### src/rtl/nrs_pkg.sv
// Shared definitions for the NRS sequencer/combiner.
// Holds the default Gold-sequence timing constants, the FSM state encoding
// and the QPSK sign convention used when packing c(n) bits into sign pairs.
package nrs_pkg;

    // Gold fast-forward length.
    localparam int NC_DEF      = 1600;
    // Extra c bits thrown away before the first pair (2*m', m' = 109).
    localparam int SKIP_DEF    = 218;
    // QPSK pairs produced per start.
    localparam int NUM_SYM_DEF = 2;
    // Counter width; holds NC+SKIP-1 and 2*NUM_SYM.
    localparam int CNT_W_DEF   = 11;

    typedef enum logic [1:0] {
        ST_IDLE = 2'd0,
        ST_INIT = 2'd1,
        ST_WARM = 2'd2,
        ST_GEN  = 2'd3
    } nrs_state_t;

    // Sign bit value that selects -1/sqrt2 (0 selects +1/sqrt2).
    localparam logic QPSK_NEG = 1'b1;

    // Maps a Gold bit c(n) to the emitted sign bit: c=1 -> negative amplitude.
    function automatic logic qpsk_sign(input logic c);
        return c ? QPSK_NEG : ~QPSK_NEG;
    endfunction

endpackage

### src/rtl/nrs_pair_buf.sv
// Pair buffer for the NRS sequencer.
// Collects the even Gold bit into c_even, and on the following odd bit loads
// the (I, Q) sign pair into the output register and raises nrs_valid.
// Handshake: a pair transfers on a rising clk edge where nrs_valid && nrs_ready;
// nrs_i/nrs_q are held stable while nrs_valid && !nrs_ready.
// Ports:
//   clk, rst     clock, asynchronous active-high reset
//   shift        the LFSRs shift this cycle; bit_val is a real c(n) bit
//   bit_odd      the bit being consumed has odd index within the pair stream
//   bit_val      c(n) = x1(n) ^ x2(n), pre-shift value
//   nrs_ready    consumer ready
//   nrs_i/nrs_q  output sign pair
//   nrs_valid    output pair valid
module nrs_pair_buf
    import nrs_pkg::*;
(
    input  logic clk,
    input  logic rst,
    input  logic shift,
    input  logic bit_odd,
    input  logic bit_val,
    input  logic nrs_ready,
    output logic nrs_i,
    output logic nrs_q,
    output logic nrs_valid
);

    logic c_even;

    always_ff @(posedge clk or posedge rst) begin
        if (rst) begin
            c_even    <= 1'b0;
            nrs_i     <= 1'b0;
            nrs_q     <= 1'b0;
            nrs_valid <= 1'b0;
        end else begin
            if (shift && !bit_odd) begin
                c_even <= bit_val;
            end
            // The controller never shifts an odd bit while a pair is stalled,
            // so loading here cannot overwrite an unaccepted pair.
            if (shift && bit_odd) begin
                nrs_i     <= qpsk_sign(c_even);
                nrs_q     <= qpsk_sign(bit_val);
                nrs_valid <= 1'b1;
            end else if (nrs_valid && nrs_ready) begin
                nrs_valid <= 1'b0;
            end
        end
    end

endmodule

### src/rtl/nrs_seq_ctrl.sv
// NRS sequencer/combiner sitting right after the x1/x2 Gold LFSRs.
// Reloads and fast-forwards both LFSRs (outputs masked), then combines
// c(n) = x1(n) ^ x2(n) into QPSK sign pairs delivered over valid/ready.
// Ports:
//   clk, rst     clock, asynchronous active-high reset
//   start        1-cycle pulse, accepted only when idle; captures c_init
//   c_init       x2 seed
//   x1_bit       x1 LFSR output (gated by lfsr_out in the parent)
//   x2_bit       x2 LFSR output (gated by lfsr_out in the parent)
//   lfsr_init    reload both LFSR seeds
//   lfsr_en      shift both LFSRs one step
//   lfsr_out     ungate LFSR output bits
//   x2_seed      registered c_init
//   nrs_i/nrs_q  sign pair (c(2m), c(2m+1)); 1 means -1/sqrt2
//   nrs_valid    pair valid
//   nrs_ready    consumer ready
//   busy         high from accepted start until last pair accepted
//   fsm_state    current controller state (debug)
module nrs_seq_ctrl
    import nrs_pkg::*;
#(
    parameter int NC      = NC_DEF,
    parameter int SKIP    = SKIP_DEF,
    parameter int NUM_SYM = NUM_SYM_DEF,
    parameter int CNT_W   = CNT_W_DEF
) (
    input  logic        clk,
    input  logic        rst,
    input  logic        start,
    input  logic [30:0] c_init,
    input  logic        x1_bit,
    input  logic        x2_bit,
    output logic        lfsr_init,
    output logic        lfsr_en,
    output logic        lfsr_out,
    output logic [30:0] x2_seed,
    output logic        nrs_i,
    output logic        nrs_q,
    output logic        nrs_valid,
    input  logic        nrs_ready,
    output logic        busy,
    output logic [1:0]  fsm_state
);

    localparam logic [CNT_W-1:0] WARM_LAST = CNT_W'(NC + SKIP - 1);
    localparam logic [CNT_W-1:0] GEN_LAST  = CNT_W'(2 * NUM_SYM);
    localparam logic [CNT_W-1:0] CNT_ONE   = CNT_W'(1);

    nrs_state_t       state, state_nxt;
    logic [CNT_W-1:0] cnt, cnt_nxt;
    logic             gen_shift;
    logic             bit_odd;

    // In GEN, cnt counts shifts already done, so its LSB is the parity of
    // the bit currently presented by the LFSRs.
    assign bit_odd   = cnt[0];
    assign fsm_state = state;

    always_ff @(posedge clk or posedge rst) begin
        if (rst) begin
            state   <= ST_IDLE;
            cnt     <= '0;
            x2_seed <= '0;
        end else begin
            state <= state_nxt;
            cnt   <= cnt_nxt;
            if (state == ST_IDLE && start) begin
                x2_seed <= c_init;
            end
        end
    end

    always_comb begin
        state_nxt = state;
        cnt_nxt   = cnt;
        lfsr_init = 1'b0;
        lfsr_en   = 1'b0;
        lfsr_out  = 1'b0;
        busy      = 1'b1;
        gen_shift = 1'b0;
        case (state)
            ST_IDLE: begin
                busy    = 1'b0;
                cnt_nxt = '0;
                if (start) begin
                    state_nxt = ST_INIT;
                end
            end
            ST_INIT: begin
                lfsr_init = 1'b1;
                cnt_nxt   = '0;
                state_nxt = ST_WARM;
            end
            ST_WARM: begin
                lfsr_en = 1'b1;
                if (cnt == WARM_LAST) begin
                    cnt_nxt   = '0;
                    state_nxt = ST_GEN;
                end else begin
                    cnt_nxt = cnt + CNT_ONE;
                end
            end
            ST_GEN: begin
                lfsr_out = 1'b1;
                if (cnt != GEN_LAST) begin
                    // An odd bit would complete a pair; hold it while the
                    // previous pair is still waiting. Even bits go into c_even.
                    if (!(bit_odd && nrs_valid && !nrs_ready)) begin
                        lfsr_en   = 1'b1;
                        gen_shift = 1'b1;
                        cnt_nxt   = cnt + CNT_ONE;
                    end
                end else if (nrs_valid && nrs_ready) begin
                    state_nxt = ST_IDLE;
                end
            end
            default: begin
                state_nxt = ST_IDLE;
            end
        endcase
    end

    nrs_pair_buf u_pair_buf (
        .clk       (clk),
        .rst       (rst),
        .shift     (gen_shift),
        .bit_odd   (bit_odd),
        .bit_val   (x1_bit ^ x2_bit),
        .nrs_ready (nrs_ready),
        .nrs_i     (nrs_i),
        .nrs_q     (nrs_q),
        .nrs_valid (nrs_valid)
    );

endmodule

### config.mk
export PLATFORM = sky130hd
export DESIGN_NAME = nrs_seq_ctrl
export DESIGN_NICKNAME = d
export VERILOG_FILES = /design/src/rtl/nrs_pkg.sv /design/src/rtl/nrs_pair_buf.sv /design/src/rtl/nrs_seq_ctrl.sv
export SDC_FILE = /design/constraint.sdc
export NUM_CORES = 1
export LEC_CHECK = 0
export BUFFER_PORTS_ARGS = -buffer_cell sky130_fd_sc_hd__buf_2
export CORE_MARGIN = 2
export CORE_UTILIZATION = 54
export CTS_CLUSTER_DIAMETER = 80
export DETAILED_ROUTE_END_ITERATION = 8
export PLACE_DENSITY = 0.85
export SLEW_MARGIN = 25
export SYNTH_ARGS = -nofsm -noshare
export SYNTH_HDL_FRONTEND = slang
export SYNTH_HIERARCHICAL = 1
export SYNTH_SLANG_ARGS = --single-unit
export TNS_END_PERCENT = 5
### constraint.sdc
create_clock -name clk -period 2.9 [get_ports clk]
set_input_delay 0.145 -clock clk [delete_from_list [all_inputs] [get_ports clk]]
set_output_delay 0.145 -clock clk [all_outputs]
set_load 0.005 [all_outputs]
==> results of run 1 <==
## power groups by stage
stage / clock, mW / sequential (mW) / combinational [mW]
after floorplan: 0 / 0.684 / 0.0140
after global placement: 0 / 0.684 / 0.0416
after detailed placement: 0 / 0.684 / 0.0433
after CTS: 0.382 / 0.671 / 0.0444
after global routing: 0.410 / 0.671 / 0.0493
final: 0.367 / 0.671 / 0.0427
## metrics by stage
stage / hold WS [ns] / power [mW] / cells
after floorplan: -0.0889 / 0.698 / 183
after global routing: 0.0689 / 1.13 / 312
final: 0.0760 / 1.08 / 312
after detailed placement: 0.0491 / 0.728 / 304
after CTS: 0.0655 / 1.10 / 312
after global placement: 0.0402 / 0.726 / 304
## flip-flops by register name (all words and copies together) (netlist names)
signal and cells:
cnt 11, fsm_state 2, u_pair_buf/c_even 1, u_pair_buf/nrs_i 1, u_pair_buf/nrs_q 1, u_pair_buf/nrs_valid 1, x2_seed 31
## cell families (layout without fill, tap and decap cells)
| logic type | Yosys count | after routing | synth area share |
|---|---|---|---|
| buffers and inverters | 17 | 96 | 0.0307 |
| flip-flops | 48 | 48 | 0.525 |
| AO/OA/AOI/OAI | 25 | 25 | 0.0848 |
| multiplexers | 37 | 37 | 0.184 |
| adder cells (fa/ha/maj) | 8 | 8 | 0.0438 |
| AND/OR/NAND/NOR | 47 | 47 | 0.127 |
| XOR/XNOR | 1 | 1 | 0.00383 |
## critical path, stage by stage (launching register included)
cell and delay, ns:
dfrtp_1 0.49, inv_1 0.12, ha_1 0.17, or4b_4 0.48, nor3_1 0.17, a311oi_1 0.10, or2_2 0.31, buf_2 0.13
## final cells by class
type | count | area, um^2
Clock buffer | 6 | 72.6
Clock inverter | 1 | 5.00
Fill cell | 308 | 1230
Inverter | 10 | 37.5
Multi-Input combinational cell | 118 | 1010
Sequential cell | 48 | 1200
Tap cell | 50 | 62.6
Timing Repair Buffer | 79 | 405
## routing by layer
| layer | track usage | share of wire |
|---|---|---|
| met5 | 0 | 0 |
| met4 | 0.0654 | 0.015 |
| met2 | 0.341 | 0.49 |
| met1 | 0.261 | 0.42 |
| met3 | 0.0409 | 0.068 |
## synthesized netlist by cell type, drive strengths merged (3+ instances only)
master | n | area, um^2
a21oi | 8 | 40.0
buf | 4 | 21.3
clkbuf | 3 | 11.3
dfrtp | 48 | 1200
ha | 8 | 100
inv | 10 | 37.5
mux2 | 35 | 402
nand2 | 10 | 37.5
nand3 | 5 | 25.0
nor2 | 4 | 15.0
nor3 | 3 | 15.0
o21ai | 4 | 20.0
o31ai | 5 | 37.5
or3 | 3 | 18.8
or4 | 5 | 37.5
## cells in the final DEF (no fill, tap or decap), drive strengths merged, types with 3 or more instances in the layout
cell type / instances
o21ai: 4
clkbuf: 6
mux2: 35
nor2: 4
nand2: 10
or3: 3
inv: 10
a21oi: 8
nor3: 3
buf: 78
ha: 8
dfrtp: 48
or4: 5
o31ai: 5
nand3: 5
## repair_timing
item | CTS | global route
hold buffers | 1 | 0
setup endpoints to repair | 0 | 0
hold endpoints to repair | 4 | 0
setup buffers | 0 | 0
## how the worst min path moves through the flow
stage / to / slack (ns) / cells after the start
final: u_pair_buf/nrs_valid$_DFFE_PP0P_ / 0.08 / 2
after global routing: x2_seed[7]$_DFFE_PP0P_ / 0.07 / 2
after CTS: u_pair_buf/nrs_valid$_DFFE_PP0P_ / 0.07 / 2
after detailed placement: u_pair_buf/nrs_i$_DFFE_PP0P_ / 0.05 / 2
after global placement: u_pair_buf/nrs_i$_DFFE_PP0P_ / 0.04 / 2
after floorplan: u_pair_buf/c_even$_DFFE_PP0P_ / -0.09 / 1
==> results by group, run 1 <==
Flow run
  – MaxCap Viol Count: 0

Logic synthesis
  – Synth Area per Inst: 12.5 um^2
  – Post-synthesis cell count: 183
  – Yosys reg bits: 48
  – Sequential fraction of the synthesis area: 0.525
  – Mapped Area: 2290 um^2
  – Async set-reset flop share out of synthesis: 1.00
  – Synth unique cells: 38
  – Ys flop type: dfrtp_1
  – Syn nets: 228
  – Post-synth EDFFs: 0
  – Ys Warns: 6

STA
  – Final worst path period need: 2.39 ns
  – Setup ws final: 0.512 ns
  – Final setup TNS: 0 ns
  – Slew HR: 0.643
  – Worst slew pin tran: 0.536 ns
  – Final setup fails: 0
  – Final Skew: 0.00498 ns
  – RSZ-0062 raised after global routing: false
  – Slew Limit Fails: 0
  – Final Hold Violating Endpoints: 0
  – Peak Freq: 419 MHz
  – Crit share post-route: 0.823

Critical path
  – Worst reg2reg setup slack: 0.71 ns
  – Critical Path AT: 2.24 ns
  – CP Launch Point: cnt[0]$_DFFE_PP0P_
  – Critical Path End Type: output pin
  – Kind of critical path: flip-flop to output pin
  – Worst-path maximum fanout: 10
  – Reg2reg path depth: 6
  – Critical Path Source Type: flip-flop
  – Required time worst endpoint: 2.76 ns
  – Crit path capture: lfsr_en
  – R2r startpoint: cnt[0]$_DFFE_PP0P_
  – Reg-to-Reg End: cnt[8]$_DFFE_PP0P_

Route
  – Vias: 1718
  – Drc violations: 0
  – Drt total wl: 4.50 mm
  – Vias/cell: 5.51
  – 1st-iter DRT viols: 73
  – Post-route antenna net violation count: 0
  – Wirelength per Cell: 14.4 um
  – Iteration count of the initial detailed-routing pass: 4

Power and ir drop
  – VDD IR-drop max: 0.223 mV
  – Internal cell power: 0.856 mW
  – Sequential fraction of design power: 0.621
  – Comb power frac: 0.039
  – Net Switching: 0.225 mW
  – Sw frac: 0.208
  – Clock Power Share: 0.340
  – Pwr Density: 386 nW/um^2
  – Leakage: 1.58 nW

Die
  – Initial Utilization: 0.567
  – Chip height: 69.1 um
  – Core area: 4030 um^2
  – Die ar.: 4770 um^2
  – Top Ports: 77
  – Cell Rows: 23
  – Chip Width: 69.1 um

Clock tree
  – Clk sinks: 48
  – Clk_lat worst skew: 0.29 ns
  – CTS resizes: 0
  – Max clock buf depth: 2
  – CTS tree: yes
  – CTS H-tree lvls: 2
  – Root Driver: clkbuf_8
  – CTS buffer count: 5
  – Clock slew seen by the registers of the worst setup and hold paths: 0.08 ns

Finish
  – Layout cells sized above 1: 0.477
  – Final Core Density: 0.695
  – Design area: 2800 um^2
  – Area Growth Syn to Fin: 22.4%
  – Fin nets: 307
  – # diodes: 0

Placed design
  – Post-DP HPWL: 3.39 mm
  – GP Congestion: 0.827
  – Dpl cell area: 2710 um^2
  – Worst slack, placed: 0.717 ns
  – PortBufs: 76

GRT
  – Number of global-route vias before repair: 1638
  – GRT Util Overall: 0.202
  – GRT Residual Overflow: 0
  – Antenna violations before repair: 0
  – First-pass GRT wire length: 7.82 mm
  – Maximum number of pins on one net before global-route repair: 45

Min path
  – HP Class: input pin to flip-flop
  – Worst hold start: nrs_ready

Outcome
  – Outcome: complete, no violations
(Power assumes the default switching activity.)
==> run 2: changes to the inputs <==
CORE_UTILIZATION = 50   (was 54)
PLACE_DENSITY = 0.79   (was 0.85)
clock period = 2.3 ns   (was 2.9 ns; I/O delays follow)
==> run 2 against run 1 <==
  * Combinational power increased by 27%
  * Clock-buffer cell count increased by 1
  * First-iteration DRC count decreased by 25%
  * Clock power increased by 37%
  * Clock skew decreased by 0.0011 ns
  * Global-route usage decreased by 2.4 points
  * Critical path depth unchanged
  * Total power increased by 30%
  * Non-clock buffer count increased by 3
  * Design area increased by 1.7%
  * Critical path type unchanged
  * Critical endpoint unchanged
==> results by group, run 2 (synthesis results as in run 1) <==
Outcome
  – Outcome: complete, no violations

STA
  – Final setup fails: 0
  – Final Skew: 0.00388 ns
  – Hold_ws: 0.0487 ns
  – Setup ws final: 0.162 ns
  – Final setup TNS: 0 ns
  – RSZ-0062 raised after global routing: false
  – Final Hold Violating Endpoints: 0
  – Slew HR: 0.601
  – Slew Limit Fails: 0
  – Crit share post-route: 0.930
  – Final worst path period need: 2.14 ns
  – Worst slew pin tran: 0.598 ns
  – Peak Freq: 468 MHz

Critical path
  – Critical Path AT: 2.02 ns
  – Reg2reg path depth: 5
  – R2r startpoint: fsm_state[1]$_DFFE_PP0P_
  – Worst reg2reg setup slack: 0.28 ns
  – CP Launch Point: cnt[1]$_DFFE_PP0P_
  – Crit path capture: lfsr_en
  – Kind of critical path: flip-flop to output pin
  – Reg-to-Reg End: cnt[8]$_DFFE_PP0P_
  – Worst-path maximum fanout: 3
  – Critical Path Source Type: flip-flop
  – Slowest CP cell: or4b_4
  – Max incr delay on CP: 0.47 ns
  – Required time worst endpoint: 2.18 ns
  – Critical Path End Type: output pin
  – CP cell instances: inv_1 -> ha_1 -> or4b_4 -> nor3_2 -> a311oi_1 -> or2_2 -> buf_2

Clock tree
  – CTS H-tree lvls: 2
  – CTS buffer count: 5
  – Max clock buf depth: 2
  – Clk sinks: 48
  – CTS tree: yes
  – Clk_lat worst skew: 0.29 ns
  – Root Driver: clkbuf_8
  – Clock slew seen by the registers of the worst setup and hold paths: 0.08 ns

Placed design
  – Placed insts: 308
  – Dpl cell area: 2730 um^2
  – PortBufs: 76
  – Post-DP HPWL: 3.40 mm
  – GP Congestion: 0.888
  – Worst slack, placed: 0.286 ns

Route
  – Iteration count of the initial detailed-routing pass: 4
  – 1st-iter DRT viols: 55
  – Drc violations: 0
  – Post-route antenna net violation count: 0
  – Drt total wl: 4.47 mm
  – Wirelength per Cell: 14.1 um
  – Vias/cell: 5.35
  – Vias: 1700

Finish
  – Number of flip-flops in the largest register: 31
  – Area Growth Syn to Fin: 24.5%
  – Fin nets: 310
  – Largest Register: x2_seed
  – Most common cell after layout, fill and taps aside: buf_2
  – # diodes: 0
  – Most frequent cells in the layout: buf_2 (76), dfrtp_1 (48), mux2_2 (33)
  – Final Core Density: 0.649
  – Design area: 2850 um^2
  – Layout cells sized above 1: 0.492
  – Non-filler instance count after layout: 318

GRT
  – Maximum number of pins on one net before global-route repair: 32
  – GRT Util Overall: 0.178
  – Antenna violations before repair: 0
  – Number of global-route vias before repair: 1564
  – First-pass GRT wire length: 7.11 mm
  – GRT Residual Overflow: 0

Die
  – Die ar.: 5130 um^2
  – Chip Width: 71.6 um
  – Initial Utilization: 0.521
  – Chip height: 71.6 um
  – Core area: 4380 um^2
  – Cell Rows: 24
  – Top Ports: 77

Min path
  – HP Class: input pin to flip-flop
  – Worst hold start: nrs_ready

Power and ir drop
  – VDD IR-drop max: 0.328 mV
  – Leakage: 1.60 nW
  – PnR Total Power: 1.40 mW
  – Pwr Density: 493 nW/um^2

Flow run
  – MaxCap Viol Count: 0
==> run 2: report_power, final <==
group          switching, mW  leakage, nW  internal, mW  total [mW]
combinational         0.0267        0.898        0.0274      0.0541
clock                  0.257       0.0445         0.244       0.502
sequential           0.00134        0.654         0.845       0.846
total                  0.285         1.60          1.12        1.40
==> run 2: final cells by class <==
class / count / area [um^2]
Fill cell: 369 / 1540
Sequential cell: 48 / 1200
Multi-Input combinational cell: 118 / 1020
Timing Repair Buffer: 82 / 428
Clock buffer: 7 / 86.3
Tap cell: 52 / 65.1
Inverter: 10 / 37.5
Clock inverter: 1 / 7.51
==> run 2: worst min-delay path by stage <==
| stage | end | slack, ns | cells past startpoint |
|---|---|---|---|
| after global routing | x2_seed[25]$_DFFE_PP0P_ | 0.03 | 2 |
| after detailed placement | u_pair_buf/nrs_q$_DFFE_PP0P_ | 0.009 | 2 |
| after floorplan | u_pair_buf/c_even$_DFFE_PP0P_ | -0.12 | 1 |
| final | u_pair_buf/nrs_valid$_DFFE_PP0P_ | 0.05 | 2 |
| after global placement | u_pair_buf/nrs_i$_DFFE_PP0P_ | 0.01 | 2 |
| after CTS | u_pair_buf/nrs_valid$_DFFE_PP0P_ | 0.04 | 2 |
==> run 2: per-layer routing <==
metal / up-vias / track usage / part of all wire
li1: 839 / - / -
met1: 797 / 0.239 / 0.44
met2: 60 / 0.281 / 0.48
met3: 4 / 0.0380 / 0.067
met4: 0 / 0.0755 / 0.015
met5: - / 0 / 0
==> run 2: repair_timing <==
item,CTS,global route
gates resized for setup,0,1
hold endpoints to repair,31,0
buffers inserted,0,1
hold buffers,1,0
setup endpoints to repair,0,1
==> run 2: critical path: cells and delay by family, from the launching register on <==
kind            cells  cell delay, ns
compound gates      1            0.09
flops               1            0.40
simple gates        3            0.89
buf+inv             2            0.21
fa+ha+maj           1            0.15
==> run 3: changes to the inputs <==
RECOVER_POWER = 50   (was default)
==> run 3 against run 2 <==
  * Cell count unchanged
  * Total power about the same
  * Maximum frequency about the same
  * Clock-buffer cell count unchanged
  * First-iteration DRC count up 27%
  * Global-route usage unchanged
  * Sequential power about the same
  * Setup slack about the same
  * Routed wire length up 0.45%
  * Critical path depth unchanged
  * Via count down 0.12%
==> results by group, run 3 (synthesis results as in run 1) <==
Finish
  – # diodes: 0
  – Area Growth Syn to Fin: 23.4%
  – Layout cells sized above 1: 0.421
  – Fin nets: 310
  – Largest Register: x2_seed
  – Non-filler instance count after layout: 318
  – Fillcell total: 379
  – Most frequent cells in the layout: buf_2 (58), dfrtp_1 (48), mux2_2 (33)
  – Number of flip-flops in the largest register: 31
  – Most common cell after layout, fill and taps aside: buf_2

Route
  – Drt total wl: 4.49 mm
  – Vias: 1698
  – Drc violations: 0
  – Post-route antenna net violation count: 0
  – Vias/cell: 5.34
  – Wirelength per Cell: 14.1 um
  – Iteration count of the initial detailed-routing pass: 4
  – 1st-iter DRT viols: 70

Die
  – Initial Utilization: 0.521
  – Top Ports: 77
  – Cell Rows: 24
  – Die ar.: 5130 um^2
  – Chip Width: 71.6 um
  – Chip height: 71.6 um
  – Core area: 4380 um^2

Clock tree
  – CTS tree: yes
  – Clk sinks: 48
  – CTS H-tree lvls: 2
  – Root Driver: clkbuf_8
  – CTS buffer count: 5
  – Clock slew seen by the registers of the worst setup and hold paths: 0.08 ns
  – Clk_lat worst skew: 0.29 ns
  – Max clock buf depth: 2

STA
  – Slew Limit Fails: 0
  – Final setup fails: 0
  – Peak Freq: 468 MHz
  – Setup ws final: 0.162 ns
  – RSZ-0062 raised after global routing: false
  – Worst slew pin tran: 1.08 ns
  – Final setup TNS: 0 ns
  – Final worst path period need: 2.14 ns
  – Final Skew: 0.00405 ns
  – Crit share post-route: 0.930
  – Slew HR: 0.282
  – Final Hold Violating Endpoints: 0

Placed design
  – Placed insts: 308
  – Worst slack, placed: 0.286 ns
  – PortBufs: 76
  – Post-DP HPWL: 3.40 mm
  – GP Congestion: 0.888

Outcome
  – Outcome: complete, no violations

Critical path
  – Critical Path End Type: output pin
  – Critical Path Source Type: flip-flop
  – Worst-path maximum fanout: 3
  – Kind of critical path: flip-flop to output pin
  – Worst reg2reg setup slack: 0.28 ns
  – Required time worst endpoint: 2.18 ns
  – Critical Path AT: 2.02 ns

GRT
  – Antenna violations before repair: 0
  – Maximum number of pins on one net before global-route repair: 32
  – First-pass GRT wire length: 7.11 mm
  – GRT Residual Overflow: 0
  – GRT Util Overall: 0.178
  – Number of global-route vias before repair: 1564

Power and ir drop
  – PnR Total Power: 1.40 mW
  – Pwr Density: 497 nW/um^2
  – Leakage: 1.52 nW
  – VDD IR-drop max: 0.328 mV

Min path
  – HP Class: input pin to flip-flop

Flow run
  – MaxCap Viol Count: 0
run 3: changes by cell type in the layout (fill, tap and decap cells not counted):
cell,change
buf_2,-18
buf_4,-1
clkbuf_1,+18
clkbuf_2,+1
inv_1,+1
inv_2,-1
run 3: through the flow:
step / hold WS (ns) / utilization / cell area (um^2)
2_1_floorplan: -0.119 / - / 2290
6_report: 0.0488 / 0.643 / 2820
3_3_place_gp: 0.0132 / 0.622 / 2730
5_1_grt: 0.0329 / 0.643 / 2820
4_1_cts: 0.0390 / 0.646 / 2830
3_5_place_dp: 0.00938 / 0.622 / 2730
run 3: layout make-up:
type | instances | area, um^2 | share of cell area
Clock buffer | 7 | 86.3 | 0.0306
Clock inverter | 1 | 7.51 | 0.00266
Inverter | 10 | 37.5 | 0.0133
Multi-Input combinational cell | 118 | 1020 | 0.362
Sequential cell | 48 | 1200 | 0.426
Tap cell | 52 | 65.1 | 0.0231
Timing Repair Buffer | 82 | 403 | 0.143
run 3: repair_timing:
action                                 CTS  global route
gates resized for setup                  0             1
setup buffers                            0             1
setup endpoints to repair                0             1
hold buffers                             1             0
endpoints found under the hold margin   31             0
run 3: metal layers:
metal	track usage	routed length (um)
met1	0.239	1990
met2	0.281	2130
met3	0.0380	305
met4	0.0755	65
met5	0	0
run 3: final timing paths:
path,startpoint,end,cells past startpoint
hold / removal,nrs_ready,u_pair_buf/nrs_valid$_DFFE_PP0P_,2
hold reg to reg,x2_seed[13]$_DFFE_PP0P_,x2_seed[13]$_DFFE_PP0P_,1
min in group asynchronous,rst,u_pair_buf/nrs_valid$_DFFE_PP0P_,3
max in group asynchronous,rst,x2_seed[20]$_DFFE_PP0P_,4
setup / recovery,cnt[1]$_DFFE_PP0P_,lfsr_en,7
setup reg to reg,fsm_state[1]$_DFFE_PP0P_,cnt[8]$_DFFE_PP0P_,5
run 3: worst max-delay path, cell delays in order (launching register included):
cell      delay, ns
dfrtp_1        0.40
inv_1          0.08
ha_1           0.15
or4b_4         0.47
nor3_2         0.12
a311oi_1       0.09
or2_2          0.30
buf_2          0.13
run 3: power by group:
part | total [mW] | internal (mW) | switching, mW
clock network | 0.502 | 0.244 | 0.258
logic | 0.0531 | 0.0265 | 0.0266
registers | 0.846 | 0.845 | 0.00134
